$ cat src/rtl/load_store_unit.sv
// load_store_unit: RV32I memory-access stage between the ALU and writeback.
//   Latches the effective address, opcode and rs2 on start, runs a req/ready
//   then rvalid handshake with data memory, lane-steers stores, extends loads.
// Ports:
//   CLK, RST_N                 clock, asynchronous active-low reset
//   start, alu_code, addr,     access launch (sampled in IDLE only), opcode,
//   store_data                 effective address, rs2 value
//   busy, done, load_data      status, 1-cycle completion pulse, load result
//   misalign                   1-cycle pulse when a misaligned access is trapped
//   mem_req/we/addr/be/wdata   request channel to data memory (held until mem_ready)
//   mem_ready, mem_rvalid,     request accept, read data valid, read word
//   mem_rdata
// Optional feature: define LSU_MISALIGN_TRAP_EN to trap misaligned halfword/word
// accesses without touching memory; otherwise misalign is tied 0 and the
// offending low address bits are ignored.
// The opcode values below mirror the core's define.vh ALU_* codes.

module load_store_unit (
  input  logic        CLK,
  input  logic        RST_N,
  input  logic        start,
  input  logic [5:0]  alu_code,
  input  logic [31:0] addr,
  input  logic [31:0] store_data,
  output logic        busy,
  output logic        done,
  output logic [31:0] load_data,
  output logic        misalign,
  output logic        mem_req,
  output logic        mem_we,
  output logic [31:0] mem_addr,
  output logic [3:0]  mem_be,
  output logic [31:0] mem_wdata,
  input  logic        mem_ready,
  input  logic        mem_rvalid,
  input  logic [31:0] mem_rdata
);

  localparam logic [5:0] ALU_LB  = 6'd20;
  localparam logic [5:0] ALU_LH  = 6'd21;
  localparam logic [5:0] ALU_LW  = 6'd22;
  localparam logic [5:0] ALU_LBU = 6'd23;
  localparam logic [5:0] ALU_LHU = 6'd24;
  localparam logic [5:0] ALU_SB  = 6'd25;
  localparam logic [5:0] ALU_SH  = 6'd26;
  localparam logic [5:0] ALU_SW  = 6'd27;

  typedef enum logic [1:0] {S_IDLE, S_REQ, S_WAIT} state_t;
  typedef enum logic [1:0] {SZ_B, SZ_H, SZ_W} size_t;

  // FSM and registered outputs
  state_t      r_state;
  logic        r_done;
  logic        r_mem_req;
  logic        r_mem_we;
  logic [31:0] r_mem_addr;
  logic [3:0]  r_mem_be;
  logic [31:0] r_mem_wdata;
  logic [31:0] r_load_data;

  // Access attributes kept for load extraction once the data returns
  logic [1:0]  r_off;
  size_t       r_size;
  logic        r_uns;

  // Opcode decode of the live inputs (only used on the launch edge)
  logic        w_is_mem;
  logic        w_is_load;
  logic        w_uns;
  size_t       w_size;

  always_comb begin
    w_is_mem  = 1'b1;
    w_is_load = 1'b1;
    w_uns     = 1'b0;
    w_size    = SZ_W;
    case (alu_code)
      ALU_LB:  w_size = SZ_B;
      ALU_LH:  w_size = SZ_H;
      ALU_LW:  w_size = SZ_W;
      ALU_LBU: begin w_size = SZ_B; w_uns = 1'b1; end
      ALU_LHU: begin w_size = SZ_H; w_uns = 1'b1; end
      ALU_SB:  begin w_size = SZ_B; w_is_load = 1'b0; end
      ALU_SH:  begin w_size = SZ_H; w_is_load = 1'b0; end
      ALU_SW:  begin w_size = SZ_W; w_is_load = 1'b0; end
      default: begin w_is_mem = 1'b0; w_is_load = 1'b0; end
    endcase
  end

  // Byte-lane enables and replicated write data. Replication lets memory pick
  // the active lanes purely from mem_be. Halfwords only look at addr[1], so an
  // odd halfword address (untrapped build) lands on its aligned halfword.
  logic [3:0]  w_be;
  logic [31:0] w_wdata;

  always_comb begin
    w_be    = 4'b1111;
    w_wdata = store_data;
    case (w_size)
      SZ_B: begin
        w_be    = 4'b0001 << addr[1:0];
        w_wdata = {4{store_data[7:0]}};
      end
      SZ_H: begin
        w_be    = 4'b0011 << {addr[1], 1'b0};
        w_wdata = {2{store_data[15:0]}};
      end
      default: begin
      end
    endcase
  end

`ifdef LSU_MISALIGN_TRAP_EN
  logic r_misalign;
  logic w_misalign;
  assign w_misalign = ((w_size == SZ_H) && addr[0]) ||
                      ((w_size == SZ_W) && (addr[1:0] != 2'b00));
`endif

  // Load extraction from the returning word, using the latched offset/size
  logic [7:0]  w_byte;
  logic [15:0] w_half;
  logic [31:0] w_load_ext;

  always_comb begin
    w_byte = mem_rdata[{r_off, 3'b000} +: 8];
    w_half = r_off[1] ? mem_rdata[31:16] : mem_rdata[15:0];
    case (r_size)
      SZ_B:    w_load_ext = r_uns ? {24'd0, w_byte} : {{24{w_byte[7]}}, w_byte};
      SZ_H:    w_load_ext = r_uns ? {16'd0, w_half} : {{16{w_half[15]}}, w_half};
      default: w_load_ext = mem_rdata;
    endcase
  end

  always_ff @(posedge CLK or negedge RST_N) begin
    if (!RST_N) begin
      r_state     <= S_IDLE;
      r_done      <= 1'b0;
      r_mem_req   <= 1'b0;
      r_mem_we    <= 1'b0;
      r_mem_addr  <= 32'd0;
      r_mem_be    <= 4'd0;
      r_mem_wdata <= 32'd0;
      r_load_data <= 32'd0;
      r_off       <= 2'd0;
      r_size      <= SZ_B;
      r_uns       <= 1'b0;
`ifdef LSU_MISALIGN_TRAP_EN
      r_misalign  <= 1'b0;
`endif
    end else begin
      // Pulses: cleared every cycle unless set below
      r_done <= 1'b0;
`ifdef LSU_MISALIGN_TRAP_EN
      r_misalign <= 1'b0;
`endif
      case (r_state)
        S_IDLE: begin
          if (start && w_is_mem) begin
`ifdef LSU_MISALIGN_TRAP_EN
            // Trapped accesses complete immediately and never reach memory
            if (w_misalign) begin
              r_done     <= 1'b1;
              r_misalign <= 1'b1;
            end else
`endif
            begin
              r_state     <= S_REQ;
              r_mem_req   <= 1'b1;
              r_mem_we    <= ~w_is_load;
              r_mem_addr  <= {addr[31:2], 2'b00};
              r_mem_be    <= w_be;
              r_mem_wdata <= w_wdata;
              r_off       <= addr[1:0];
              r_size      <= w_size;
              r_uns       <= w_uns;
            end
          end
        end

        S_REQ: begin
          // Payload registers are untouched here, so they stay stable while stalled
          if (mem_ready) begin
            r_mem_req <= 1'b0;
            if (r_mem_we) begin
              r_state <= S_IDLE;
              r_done  <= 1'b1;
            end else begin
              r_state <= S_WAIT;
            end
          end
        end

        S_WAIT: begin
          if (mem_rvalid) begin
            r_load_data <= w_load_ext;
            r_done      <= 1'b1;
            r_state     <= S_IDLE;
          end
        end

        default: r_state <= S_IDLE;
      endcase
    end
  end

  assign busy      = (r_state != S_IDLE);
  assign done      = r_done;
  assign load_data = r_load_data;
  assign mem_req   = r_mem_req;
  assign mem_we    = r_mem_we;
  assign mem_addr  = r_mem_addr;
  assign mem_be    = r_mem_be;
  assign mem_wdata = r_mem_wdata;
`ifdef LSU_MISALIGN_TRAP_EN
  assign misalign  = r_misalign;
`else
  assign misalign  = 1'b0;
`endif

endmodule

$ cat config.mk
export PLATFORM = sky130hd
export DESIGN_NAME = load_store_unit
export DESIGN_NICKNAME = d
export VERILOG_FILES = /design/src/rtl/load_store_unit.sv
export SDC_FILE = /design/constraint.sdc
export NUM_CORES = 1
export LEC_CHECK = 0
export ABC_AREA = 1
export CORE_MARGIN = 4
export CORE_UTILIZATION = 41
export CTS_BUF_LIST = sky130_fd_sc_hd__clkbuf_8
export CTS_CLUSTER_SIZE = 30
export DETAILED_ROUTE_END_ITERATION = 8
export PLACE_DENSITY = 0.85
export SKIP_LAST_GASP = 1
export SLEW_MARGIN = 20
export SYNTH_ARGS = -nofsm -noshare
export SYNTH_HDL_FRONTEND = slang
export SYNTH_SLANG_ARGS = --single-unit
$ cat constraint.sdc
create_clock -name CLK -period 1.4 [get_ports CLK]
set_clock_uncertainty 0.05 [all_clocks]
set_input_delay 0.35 -clock CLK [delete_from_list [all_inputs] [get_ports CLK]]
set_output_delay 0.35 -clock CLK [all_outputs]
set_load 0.03 [all_outputs]
Word-level counts from Yosys, hierarchy flattened
Cells that the tools add are included.
W data, S select, Z words.
{ "classes": {"bitwise_logic": 1, "n_eq_ne": 15, "n_reduce_logical": 15, "n_mux": 22, "shifts": 3} }
{ "op_table": {"columns": ["operator", "count"], "rows": [
  ["$pmux W32 S2", 2],
  ["$mux W32", 2],
  ["$eq A6 B5 Y1 const B", 8],
  ["$shiftx A32 B6 Y8", 1],
  ["$mux W16", 1],
  ["$mux W1", 8],
  ["$mux W2", 4],
  ["$pmux W4 S2", 1],
  ["$reduce_or A8 Y1", 1],
  ["$eq A2 B1 Y1 const B", 3],
  ["$logic_not A2 Y1", 3],
  ["$ne A2 B2 Y1 const B", 3],
  ["$pmux W2 S3", 1],
  ["$reduce_and A3 Y1", 2],
  ["$reduce_or A3 Y1", 2],
  ["$reduce_or A5 Y1", 1],
  ["$pmux W1 S2", 2],
  ["$pmux W2 S2", 1],
  ["$reduce_and A2 Y1", 2],
  ["$reduce_bool A2 Y1", 2],
  ["$shl A1 B2 Y4 const A", 1],
  ["$shl A2 B2 Y4 const A", 1],
  ["$eq A2 B2 Y1 const B", 1],
  ["$reduce_or A2 Y1", 1],
  ["other kinds (2)", 2]
]} }
{ "word_totals": {"reg_bits": 108, "wordCells": 67, "inputBits": 107, "output_inout_bits": 105} }

Depth between registers and ports, before layout
{ "logic_depth": {"ltp_word": 6, "ltp_mapped": 13, "depth_no_buf": 12} }

Least setup slack after synthesis
Ideal clock, no wire load.
{ "synth_path": {"path_kind": "register -> output", "startpoint": "register r_state[0]", "endpoint": "output busy", "arrival_ns": 1.192, "path_buffers": 1, "required_time_ns": 1.000, "slack_ns": -0.192, "path_stages_with_launch": 5, "cell_sequence": "dfrtp_1 > inv_1 > ha_1 > clkinv_1 > clkbuf_1"} }
{ "synth_between": {"elab_chain_len": 1} }
{ "synth_rtl": {"columns": ["item", "line_no", "rtl"], "rows": [
  ["start, declared", "52", "state_t r_state;"],
  ["start signal, assigned", "137", "r_state <= S_IDLE;"],
  ["start signal, assigned", "168", "r_state <= S_REQ;"],
  ["start signal, assigned", "186", "r_state <= S_IDLE;"],
  ["$reduce_bool A2 Y1", "207", "assign busy = (r_state != S_IDLE);"],
  ["end, declared", "25", "output logic busy,"]
]} }
No other way between the ends.

Worst setup path in the final report
{ "layout_path": {"startpoint": "register r_state[0]", "endpoint": "register r_mem_wdata[11], in the netlist mem_wdata[11]"} }
{ "layout_between": {"elab_chain_len": 2} }
{ "layout_rtl": {"columns": ["item", "line_no", "rtl"], "rows": [
  ["$logic_not A2 Y1", "157", "case (r_state)"],
  ["$reduce_and A2 Y1 (no line)", null, null],
  ["end signal, assigned", "173", "r_mem_wdata <= w_wdata;"],
  ["end, declared", "58", "logic [31:0] r_mem_wdata;"]
]} }
No other way between the ends.
A chain may end at the register's enable or synchronous reset.

==> summary.md <==
| Metric | Value |
|---|---|
| Max_cap viols | 0 |
| Setup Crit Path Kind | reg2reg |
| Final Hold Vio Count | 0 |
| Port buffer count | roughly 210 |
| Synth unique cells | 30 |
| Via count | approximately 6,600 |
| Fin. max-slew vios | 0 |
| DR vias/cell | about 5.5 |
| Post-synthesis sequential area ratio | approximately 51% |
| Synth Area in Compound Gates | between 15 and 20% |
| Post-Synth XOR/XNOR Area | 0% |
| Status | complete, but fails checks |
| Number of synthesized register bits | about 110 |
| Post-Route Hold Slack | just over 0.3 ns |
| Worst-path fanout max | 6 |
| Placer Congestion | around 0.93 |
| CTS clock-pin slew for the worst setup and hold paths | roughly 0.11 ns |
| Area of the die | around 0.015 mm2 |
| Leakage | roughly 0.0048 uW |
| Sink Count | ~110 |
| Layout cells sized above 1 | 39.4% |
| Post-Synth Simple-Gate Area | approximately 26% |
| CTS buffer count | 9 |
| DRC viols | 0 |
| WL per Instance | 19.8 um |
| Worst Path Required | between 1.5 and 2 ns |
| Post-synthesis mux area share | about 1.3% |
| CP endpoint kind | register |
| Core box area | roughly 0.013 mm2 |
| Syn Inst Count | 696 |
| Detailed Route WL | 23.7 mm |
| Die H | 122 um |
| Initial antenna violation count | 0 |
| Clk Latency, worst-skew pair | roughly 0.39 ns |
| Global-route wire length before repair | 31.7 mm |
| Vias in the first global route | around 6,200 |
| CTS root buf | clkbuf_8 |
| GRT Total Usage | approximately 28% |
| Syn avg cell area | 7.68 um2 |
| # setup viols final | 110 |
| RSZ-0062 raised after global routing | true |
| Total gr overflow | 0 |
| Die W | between 100 and 150 um |
| Ys Warns | 0 |
| Setup tns final | -21.79 ns |
| TritonCTS clock tree | done |
| Peak VDD IR | 1.50 mV |
| Final WS setup | -0.274 ns |
| Fmax | between 500 and 600 MHz |
| Final worst path period share | 120% |
| Synthesized area | 0.00535 mm2 |
| Largest net degree at the start of global routing | 60 |
| Combinational family with the most area after synthesis | simple AND/OR/NAND/NOR gates |
| Nets | around 1,100 |
| Failing checks | negative setup slack |
| DRT antenna net count | 0 |
| Drt first pass iters | 6 |
| H-Tree Depth | 3 |
| Io pins | roughly 210 |
| Crit path time final | around 1.7 ns |
| Layout area overhead | 85.7% |
| Crit path DAT | 1.96 ns |
| Hold Crit Class | in2reg |
| Hpwl dp | around 13 mm |
| Clock buffer depth | 2 |
| Starting DRC count in detailed routing | between 700 and 800 |
| Post-synthesis adder-cell area fraction | less than 1% |
| # rows | between 40 and 50 |
| Initial core utilization | approximately 42% |
| Pwr per Cell Area | 2190 mW/mm2 |
| Crit start category | register |
| # diodes | 0 |
==> synth_stat cells <==
master	number	area share, %
nand2_1	284	20
dfrtp_1	108	51
o21ai_0	93	8.7
a21oi_1	41	3.8
inv_1	31	2.2
nor2_1	29	2.0
nand3_1	27	2.5
clkbuf_1	23	1.6
buf_2	8	0.75
buf_4	7	0.98
mux2i_1	7	1.3
o211ai_1	7	0.98
o21ai_1	5	0.47
buf_6	4	0.84
ha_1	3	0.70
inv_2	2	0.14
nand2_2	2	0.23
nor2_4	2	0.42
o22ai_1	2	0.23
a21boi_0	1	0.14
and2_1	1	0.12
clkinv_1	1	0.070
clkinv_2	1	0.094
conb_1	1	0.070
nand2_4	1	0.21
nor2_2	1	0.12
nor3_1	1	0.094
o21a_2	1	0.16
o21ai_2	1	0.16
o21ai_4	1	0.30
==> cells by family after synthesis <==
| group | Yosys count |
|---|---|
| simple gates | 348 |
| compound gates | 152 |
| flops | 108 |
| buf+inv | 77 |
| mux | 7 |
| fa+ha+maj | 3 |
| other cells | 1 |
==> worst paths after layout <==
check	start	end	slack, ns	cells after the start
min in group asynchronous	RST_N	mem_addr[22]$_DFFE_PN0P_	0.37	2
max	r_state[0]$_DFFE_PN0P_	mem_wdata[11]$_DFFE_PN0P_	-0.27	10
min reg2reg	mem_addr[21]$_DFFE_PN0P_	mem_addr[21]$_DFFE_PN0P_	0.44	2
max reg2reg	r_state[0]$_DFFE_PN0P_	mem_wdata[11]$_DFFE_PN0P_	-0.27	10
max in group asynchronous	RST_N	r_off[1]$_DFFE_PN0P_	0.42	3
min	mem_rdata[23]	load_data[23]$_DFFE_PN0P_	0.31	3
==> flip-flops by register name, summed over array words and instances, names as in the netlist <==
name,flops
mem_wdata,32
mem_we,1
mem_be,4
mem_addr,30
r_size,2
r_off,2
r_uns,1
done,1
mem_req,1
r_state,2
load_data,32
==> cell usage in the layout, fill, tap and decap left out, types with 5 or more instances in the layout <==
master / count
nand2_1: 265
buf_4: 153
dfrtp_1: 107
clkdlybuf4s50_1: 98
buf_6: 44
o21ai_1: 39
o21ai_2: 37
inv_1: 24
a21oi_2: 24
nand3_1: 22
o21ai_0: 21
buf_12: 21
nand2_2: 19
nor2_1: 16
buf_16: 13
nor2_2: 10
clkbuf_8: 10
a21oi_4: 9
a21oi_1: 8
clkbuf_16: 8
inv_2: 7
o211ai_1: 7
mux2i_1: 6
nor2_4: 6
buf_8: 5
==> critical path, stage by stage, from the launching register on <==
cell and delay [ns]:
dfrtp_1 0.42, inv_2 0.09, ha_4 0.18, clkinv_8 0.06
buf_6 0.13, nor2_4 0.17, buf_6 0.18, buf_12 0.12
buf_16 0.11, nand2_1 0.05, nand2_1 0.06
==> layer usage <==
metal | track usage, % | vias up | wire length, um
li1 | - | 2893 | -
met1 | 30.8 | 3087 | 7940
met2 | 48.6 | 497 | 11700
met3 | 8.73 | 142 | 2640
met4 | 11.5 | 0 | 1420
met5 | 0 | - | 0
==> layout make-up <==
cell class | instances | area (um2)
well taps | 172 | 215
clock inverters | 6 | 65.1
repair buffers | 350 | 3750
fillers | 770 | 2740
flip-flops and latches | 108 | 2700
multi-input cells | 515 | 2900
clock buffers | 10 | 138
inverters | 35 | 161
==> metrics by stage <==
| step | setup WS (ns) | instances | power, uW | util, % | area, um2 |
|---|---|---|---|---|---|
| detailed placement | -0.998 | 1091 | 15300 | 61.9 | 7840 |
| global route | -0.354 | 1196 | 22600 | 78.3 | 9930 |
| CTS | -0.243 | 1157 | 19500 | 72.0 | 9120 |
| floorplan | -0.0887 | 698 | 10900 | - | 5460 |
| finish | -0.274 | 1196 | 21700 | 78.3 | 9930 |
| global placement | -0.883 | 1091 | 15100 | 61.9 | 7840 |
==> report_power, final <==
part           total [uW]  internal, uW  leakage (uW)  switching, uW
clock                2030           874     0.0000959           1150
sequential           5810          4620       0.00134           1190
combinational       13900          6110       0.00335           7760
==> what timing repair did <==
item / CTS / global route
hold buffers: 1 / 0
buffers inserted: 33 / 33
endpoints found under the setup margin: 113 / 154
resized for setup: 151 / 147
cloned: 17 / 9
pin swaps: 21 / 37
hold endpoints to repair: 21 / 0
(Power assumes the default switching activity.)
